==> config.mk <==
export PLATFORM = sky130hd
export DESIGN_NAME = sum_block_accumulator
export DESIGN_NICKNAME = d
export VERILOG_FILES = /design/src/rtl/sum_block_accumulator.sv
export SDC_FILE = /design/constraint.sdc
export NUM_CORES = 1
export LEC_CHECK = 0
export BUFFER_PORTS_ARGS = -buffer_cell sky130_fd_sc_hd__buf_4
export CORE_MARGIN = 4
export CORE_UTILIZATION = 25
export CTS_CLUSTER_DIAMETER = 60
export DETAILED_ROUTE_END_ITERATION = 10
export PLACE_DENSITY = 0.51
export RECOVER_POWER = 25
export SYNTH_ARGS = -nofsm -noshare
export SYNTH_HDL_FRONTEND = slang
export SYNTH_SLANG_ARGS = --single-unit
==> constraint.sdc <==
create_clock -name clk -period 2.96 [get_ports clk]
set_input_delay 0.296 -clock clk [delete_from_list [all_inputs] [get_ports clk]]
set_output_delay 0.296 -clock clk [all_outputs]
set_load 0.03 [all_outputs]
==> src/rtl/sum_block_accumulator.sv <==
// -----------------------------------------------------------------------------
// sum_block_accumulator
//
// Purpose:
//   Consumes a stream of 8-bit adder sums over a valid/ready handshake and
//   accumulates a programmable-length block of them into a saturating
//   ACC_W-bit total. The total is then emitted as two bytes (low byte first,
//   then high byte carrying the overflow flag in bit 7) over a second
//   valid/ready handshake. No new samples are taken while a result is pending.
//
// Ports:
//   clk        - clock, rising edge
//   rst_n      - asynchronous active-low reset
//   ena        - stage enable; low freezes all state and drops both handshakes
//   block_len  - samples per block, sampled on the first accept (0 = 2^LEN_W)
//   in_data    - unsigned sample
//   in_valid   - in_data valid
//   in_ready   - block can accept a sample
//   out_byte   - result byte (low, then high)
//   out_valid  - out_byte valid
//   out_ready  - consumer accepts out_byte
//   out_last   - high on the high result byte
//   busy       - block partially accumulated or result being emitted
// -----------------------------------------------------------------------------
module sum_block_accumulator #(
  parameter int ACC_W = 10,
  parameter int LEN_W = 4
) (
  input  logic             clk,
  input  logic             rst_n,
  input  logic             ena,
  input  logic [LEN_W-1:0] block_len,
  input  logic [7:0]       in_data,
  input  logic             in_valid,
  output logic             in_ready,
  output logic [7:0]       out_byte,
  output logic             out_valid,
  input  logic             out_ready,
  output logic             out_last,
  output logic             busy
);

  typedef enum logic [1:0] {
    ST_ACC     = 2'd0,
    ST_EMIT_LO = 2'd1,
    ST_EMIT_HI = 2'd2
  } state_e;

  localparam logic [ACC_W-1:0] ACC_MAX  = {ACC_W{1'b1}};
  localparam logic [LEN_W:0]   LEN_FULL = {1'b1, {LEN_W{1'b0}}};
  localparam logic [LEN_W:0]   CNT_ONE  = {{LEN_W{1'b0}}, 1'b1};

  state_e           state_q, state_d;
  logic [ACC_W-1:0] acc_q, acc_d;
  logic [LEN_W:0]   cnt_q, cnt_d;
  logic             ovf_q, ovf_d;
  logic [LEN_W:0]   len_q, len_d;

  logic             accept_s;
  logic [ACC_W:0]   sum_s;
  logic [LEN_W:0]   blen_map_s;
  logic [LEN_W:0]   target_s;
  logic [LEN_W:0]   cnt_inc_s;
  logic [6:0]       hi7_s;

  // Handshake and status outputs; in_ready is also forced low during reset.
  always_comb begin
    in_ready  = rst_n & ena & (state_q == ST_ACC);
    out_valid = ena & ((state_q == ST_EMIT_LO) | (state_q == ST_EMIT_HI));
    busy      = (cnt_q != {(LEN_W+1){1'b0}}) | (state_q != ST_ACC);
  end

  assign accept_s   = in_valid & in_ready;
  // One spare bit catches the carry that signals saturation.
  assign sum_s      = {1'b0, acc_q} + {{(ACC_W-7){1'b0}}, in_data};
  assign blen_map_s = (block_len == {LEN_W{1'b0}}) ? LEN_FULL : {1'b0, block_len};
  // On the first sample of a block len_q is not yet loaded, so compare
  // against the freshly mapped block_len instead.
  assign target_s   = (cnt_q == {(LEN_W+1){1'b0}}) ? blen_map_s : len_q;
  assign cnt_inc_s  = cnt_q + CNT_ONE;
  // Upper accumulator bits right-aligned into the 7 bits below the ovf flag.
  assign hi7_s      = 7'(acc_q >> 4'd8);

  // Next-state logic for the block FSM and its datapath registers.
  always_comb begin
    state_d = state_q;
    acc_d   = acc_q;
    cnt_d   = cnt_q;
    ovf_d   = ovf_q;
    len_d   = len_q;
    if (ena) begin
      case (state_q)
        ST_ACC: begin
          if (accept_s) begin
            if (cnt_q == {(LEN_W+1){1'b0}}) begin
              len_d = blen_map_s;
            end else begin
              len_d = len_q;
            end
            if (sum_s[ACC_W]) begin
              acc_d = ACC_MAX;
              ovf_d = 1'b1;
            end else begin
              acc_d = sum_s[ACC_W-1:0];
              ovf_d = ovf_q;
            end
            cnt_d = cnt_inc_s;
            if (cnt_inc_s == target_s) begin
              state_d = ST_EMIT_LO;
            end else begin
              state_d = ST_ACC;
            end
          end else begin
            state_d = state_q;
          end
        end
        ST_EMIT_LO: begin
          if (out_ready) begin
            state_d = ST_EMIT_HI;
          end else begin
            state_d = state_q;
          end
        end
        ST_EMIT_HI: begin
          if (out_ready) begin
            state_d = ST_ACC;
            acc_d   = {ACC_W{1'b0}};
            cnt_d   = {(LEN_W+1){1'b0}};
            ovf_d   = 1'b0;
          end else begin
            state_d = state_q;
          end
        end
        default: begin
          // Unreachable encoding: fall back to a clean empty block.
          state_d = ST_ACC;
          acc_d   = {ACC_W{1'b0}};
          cnt_d   = {(LEN_W+1){1'b0}};
          ovf_d   = 1'b0;
        end
      endcase
    end else begin
      state_d = state_q;
    end
  end

  // Result byte selection; zero outside the emit states (and so in reset).
  always_comb begin
    out_byte = 8'h00;
    out_last = 1'b0;
    case (state_q)
      ST_EMIT_LO: begin
        out_byte = acc_q[7:0];
        out_last = 1'b0;
      end
      ST_EMIT_HI: begin
        out_byte = {ovf_q, hi7_s};
        out_last = 1'b1;
      end
      default: begin
        out_byte = 8'h00;
        out_last = 1'b0;
      end
    endcase
  end

  // State and datapath registers.
  always_ff @(posedge clk or negedge rst_n) begin
    if (!rst_n) begin
      state_q <= ST_ACC;
      acc_q   <= {ACC_W{1'b0}};
      cnt_q   <= {(LEN_W+1){1'b0}};
      ovf_q   <= 1'b0;
      len_q   <= {(LEN_W+1){1'b0}};
    end else begin
      state_q <= state_d;
      acc_q   <= acc_d;
      cnt_q   <= cnt_d;
      ovf_q   <= ovf_d;
      len_q   <= len_d;
    end
  end

endmodule

==> flow_summary_export.csv, run 1 <==
group,metric,value,unit
floorplan,core,6460,um2
routing,viasPerCell,4.94,
synth,synth-seq-area-share,0.341,
routing,wl_met2,1850,um
global_route,grt_use_total,0.0979,
layout,drive_above_1_share,0.217,
timing,slew_violations,0,
placement,placed_cell_area,1990,um2
clock_network,cts_htree_levels,1,
layout,final_cell_mix,"28 x buf_4, 23 x dfrtp_1, 18 x nand2_1",
critical_path,cp_cell_sequence,"ha_1 > fa_1 > a211oi_1 > or3_4 > a21oi_1 > a2111oi_0 > a2111oi_0",
critical_path,cp_slowest_cell,"fa_1",
layout,n_antenna_cell,0,
hold_path,min_from,"block_len[3]",
synth,synth-simple-area-share,0.176,
global_route,grt_pass1_wl,6640,um
timing,rsz0062_at_grt,"false",
synth,synth_ff_type,"dfrtp_1",
placement,hpwl,3010,um
critical_path,max_stage_delay,0.42,ns
layout,syn2layout_area_growth,20.6,%
timing,relSlewSlack,0.0816,
placement,gp_congestion,0.744,
layout,final_common_cell,"buf_4",
synth,syn_area_per_cell,9.52,um2
routing,num_vias,1404,
floorplan,rows,29,
power_and_ir_drop,leakagePower,0.926,nW
power_and_ir_drop,p_per_area,934,nW/um2
critical_path,start_kind,"flip-flop",
placement,io_buffer_count,28,
routing,top_layer,"met4",
critical_path,crit_type,"flip-flop to flip-flop",
synth,synth_compound_area_frac,0.226,
clock_network,post-cts-setup-buffers,0,
job,drv_cap,0,
placement,place_inst,280,
critical_path,worst-path-max-fanout,3,
placement,dp_slack,0.578,ns
timing,period_needed,2.37,ns
global_route,antenna_found_initial,0,
synth,ys_ff_latch,23,
critical_path,critPathRequiredTime,3.09,ns
synth,async_flop_share,1.00,
global_route,grt_pass1_vias,1372,
routing,first_pass_iters,6,
synth,syn_inst,177,
critical_path,crit_path_end_kind,"flip-flop",
status,status,"finished, final reports clean",
clock_network,ctsResizeCount,0,
clock_network,cts_inserted_buffers,3,
routing,drt_iter0_markers,92,
synth,synth_edf_count,0,
hold_path,worstHoldPathType,"primary input to flip-flop",
synth,synth-xor-area-share,0.0572,
routing,postRouteAntennaNets,0,
routing,wl_per_cell,13.8,um
routing,totalWireLength,3920,um
timing,setup_tns,0,ns
layout,fin_area,2030,um2
floorplan,dieArea,8120,um2
layout,fin_nets,239,
synth,synth_area,1690,um2
routing,drc,0,
synth,syn_nets,208,
critical_path,crit_top_cell,"a2111oi_0",
critical_path,startpoint,"acc_q[0]",
timing,final-setup-viol-count,0,
timing,worstMarginPinSlew,1.38,ns
global_route,grt_start_max_net_pins,25,
synth,synth_cell_types,41,
clock_network,clk_pin_slew,0.09,ns
global_route,overflow,0,
floorplan,start_util,0.261,
clock_network,hold_buffers,0,
floorplan,ioPinCount,29,
layout,fin_cells,284,
timing,hold_violations,0,
routing,met1Wirelength,1850,um
clock_network,cts-root-buf,"clkbuf_8",
timing,finalWorstSetupSlack,0.586,ns
floorplan,die_h,90.1,um
timing,fmax,0.421,GHz
clock_network,clock_latency,0.27,ns
synth,synth_top_family_by_area,"compound AO/OA/AOI/OAI gates",
timing,clock_skew,0.0104,ns
critical_path,timing.rr.start,"acc_q[0]",
critical_path,cp.arrival,2.50,ns
timing,fin_crit_sh,0.802,
clock_network,clock_sinks,23,
synth,synth-adder-area-share,0.108,
synth,ys_warn_count,0,
routing,dr_wl_met3,149,um
layout,fin_util,0.315,
power_and_ir_drop,vdd_drop_max,236,uV
floorplan,chipWidth,90.1,um
clock_network,cts_buffer_depth,2,
synth,synthMuxAreaShare,0.0631,
clock_network,cts_tree,"done",
-- layout make-up --
cell class,instances,area [um2]
clock buffer,4,45.0
fill,675,4430
tap,77,96.3
inverter,8,30.0
sequential,23,576
multi-input combinational,142,1060
timing repair buffer,30,221
-- kinds of logic after synthesis --
family,Yosys count
mux,10
fa+ha+maj,14
flops,23
simple gates,56
buf+inv,12
compound gates,51
xor+xnor,11
-- sequential cells by signal, indices dropped and copies added, names as in the netlist --
signal,count
ovf_q,1
len_q,5
state_q,2
cnt_q,5
acc_q,10
-- path summary, 6_finish.rpt --
path	endpoint	depth (start not counted)	slack [ns]
min in group asynchronous	acc_q[4]	2	0.45
max in group asynchronous	cnt_q[3]	2	1.70
min	len_q[3]	2	0.28
min reg2reg	len_q[3]	1	0.51
max	acc_q[9]	7	0.59
max reg2reg	acc_q[9]	7	0.59
-- cells in the mapped netlist (2+ instances only) --
library cell,number,share of area
nor2b_1,5,0.019
nand3_1,4,0.012
a2111oi_4,2,0.033
a21o_1,6,0.027
dfrtp_1,23,0.34
clkbuf_1,3,0.0067
inv_1,8,0.018
nor2_1,13,0.029
ha_1,13,0.097
nand2_1,18,0.040
o21ai_0,12,0.036
a2111oi_0,2,0.010
xnor2_1,6,0.031
a21oi_1,12,0.036
a211oi_1,3,0.013
mux2_2,5,0.033
mux2i_1,5,0.030
xor2_1,5,0.026
o31ai_1,2,0.0089
and2_1,6,0.022
a22oi_1,4,0.018
-- critical path, delay by kind of cell (launching register included) --
kind / cells / cell delay (ns)
compound gates: 4 / 0.97
fa+ha+maj: 2 / 0.64
flops: 1 / 0.41
simple gates: 1 / 0.20
-- through the flow --
stage | hold slack (ns) | power [mW]
2_1_floorplan | 0.000409 | 1.42
3_3_place_gp | 0.312 | 1.70
3_5_place_dp | 0.315 | 1.70
4_1_cts | 0.0225 | 1.91
5_1_grt | 0.273 | 2.08
6_report | 0.285 | 1.90
-- power breakdown --
| part | leakage [nW] | internal, mW | switching, mW |
|---|---|---|---|
| logic | 0.606 | 0.489 | 0.638 |
| registers | 0.297 | 0.444 | 0.125 |
| clock network | 0.0228 | 0.0962 | 0.107 |
| total | 0.926 | 1.03 | 0.869 |
-- routing by layer --
layer	GRT usage	vias to the layer above
met4	0.0395	0
met3	0.0125	6
met2	0.155	37
met5	0	-
li1	-	701
met1	0.135	660
Power figures use the tool's default switching activity.
==> inputs of run 2 (changes only) <==
- clock period: 2.96 -> 2.25 ns (I/O delays scaled with it)
==> flow_summary_export.csv, run 2 (same netlist as run 1, synthesis figures left out) <==
group,metric,value,unit
status,status,"finished, final reports clean",
global_route,grt_use_total,0.104,
critical_path,start_kind,"flip-flop",
placement,gp_congestion,0.795,
layout,fin_util,0.334,
layout,fin_area,2150,um2
layout,fin_nets,251,
timing,final-setup-viol-count,0,
power_and_ir_drop,p_per_area,1220,nW/um2
job,drv_cap,0,
critical_path,worst-path-max-fanout,3,
layout,fin_cells,296,
floorplan,die_h,90.1,um
routing,postRouteAntennaNets,0,
routing,wl_per_cell,13.5,um
critical_path,crit_top_cell,"a2111oi_0",
layout,final_common_cell,"buf_4",
placement,place_inst,290,
layout,n_antenna_cell,0,
critical_path,crit_path_end_kind,"flip-flop",
placement,io_buffer_count,28,
timing,period_needed,2.15,ns
timing,fmax,0.465,GHz
timing,worstMarginPinSlew,0.368,ns
timing,hold_slack,0.205,ns
critical_path,critPathRequiredTime,2.39,ns
layout,largestRegisters,"acc_q x10, cnt_q x5, len_q x5",
clock_network,clock_latency,0.27,ns
global_route,overflow,0,
clock_network,clk_pin_slew,0.09,ns
power_and_ir_drop,leakagePower,0.992,nW
routing,met1Wirelength,2050,um
power_and_ir_drop,p_total,2.62,mW
critical_path,critPathTopFamily,"compound AO/OA/AOI/OAI gates",
power_and_ir_drop,vdd_drop_max,330,uV
layout,largest_reg_flops,10,
placement,dp_slack,0.0380,ns
clock_network,cts-root-buf,"clkbuf_8",
hold_path,worstHoldPathType,"primary input to flip-flop",
critical_path,max_stage_delay,0.41,ns
timing,slew_violations,0,
layout,regMostFlops,"acc_q",
critical_path,cp_slowest_cell,"dfrtp_1",
timing,clock_skew,0.00625,ns
timing,setup_tns,0,ns
critical_path,reg2reg_setup_slack,0.1,ns
layout,syn2layout_area_growth,27.8,%
critical_path,cp.arrival,2.30,ns
global_route,grt_pass1_vias,1450,
routing,dr_wl_met3,69,um
layout,n_fill_cell,683,
routing,num_vias,1405,
routing,wl_met2,1840,um
placement,hpwl,3160,um
layout,drive_above_1_share,0.283,
clock_network,cts_tree,"done",
critical_path,path_buf_inv,0,
timing,fin_crit_sh,0.957,
clock_network,cts_htree_levels,1,
layout,final_cell_mix,"40 x buf_4, 23 x dfrtp_1, 18 x nand2_1",
clock_network,clock_sinks,23,
routing,first_pass_iters,4,
timing,relSlewSlack,0.748,
timing,finalWorstSetupSlack,0.0975,ns
critical_path,cp_cell_sequence,"ha_2 > fa_1 > a211oi_2 > or3_4 > a21oi_1 > a2111oi_0 > a2111oi_0",
clock_network,cts_inserted_buffers,3,
routing,top_layer,"met4",
global_route,grt_pass1_wl,7070,um
floorplan,ioPinCount,29,
floorplan,core,6460,um2
timing,hold_violations,0,
global_route,antenna_found_initial,0,
placement,placed_cell_area,2070,um2
routing,drt_iter0_markers,64,
critical_path,crit_type,"flip-flop to flip-flop",
routing,totalWireLength,4000,um
global_route,grt_start_max_net_pins,25,
routing,viasPerCell,4.75,
timing,rsz0062_at_grt,"false",
floorplan,chipWidth,90.1,um
floorplan,dieArea,8120,um2
floorplan,start_util,0.261,
routing,drc,0,
clock_network,cts_buffer_depth,2,
floorplan,rows,29,
## run 2: cell types whose count changed in the layout (fill, tap and decap cells not counted), sizes merged
cell,delta
dlygate4sd3,+1
clkbuf,-2
buf,+12
clkinv,+1
## run 2: cell type report
class	instances	area, um2	share of cell area
multi-input combinational	142	1090	0.505
clock inverter	1	5.00	0.00232
inverter	8	30.0	0.0139
timing repair buffer	42	318	0.148
clock buffer	3	41.3	0.0192
sequential	23	576	0.267
tap	77	96.3	0.0447
## run 2: worst paths after layout
check | startpoint | end | depth (start not counted)
worst max-delay path | acc_q[0] | acc_q[9] | 7
worst min-delay path | block_len[1] | len_q[1] | 2
worst max register to register | acc_q[0] | acc_q[9] | 7
worst min register to register | len_q[1] | len_q[1] | 1
max in group asynchronous | rst_n | cnt_q[2] | 3
min in group asynchronous | rst_n | acc_q[8] | 3
## run 2: metal layers
metal,global-route usage,vias up
li1,-,720
met1,0.138,666
met2,0.176,15
met3,0.0142,4
met4,0.0268,0
met5,0,-
## run 2: power by group
group	switching [mW]	internal, mW
clock	0.148	0.124
sequential	0.161	0.584
combinational	0.862	0.743
total	1.17	1.45
## run 2: what timing repair did
action,CTS,global route
endpoints found under the setup margin,0,5
hold endpoints to repair,23,0
resized for setup,0,4
hold buffers,1,0
buffers inserted,0,1
## run 2: worst reg2reg max path: stages (launching register included)
cell,delay (ns)
dfrtp_1,0.41
ha_2,0.20
fa_1,0.39
a211oi_2,0.26
or3_4,0.18
a21oi_1,0.10
a2111oi_0,0.38
a2111oi_0,0.12
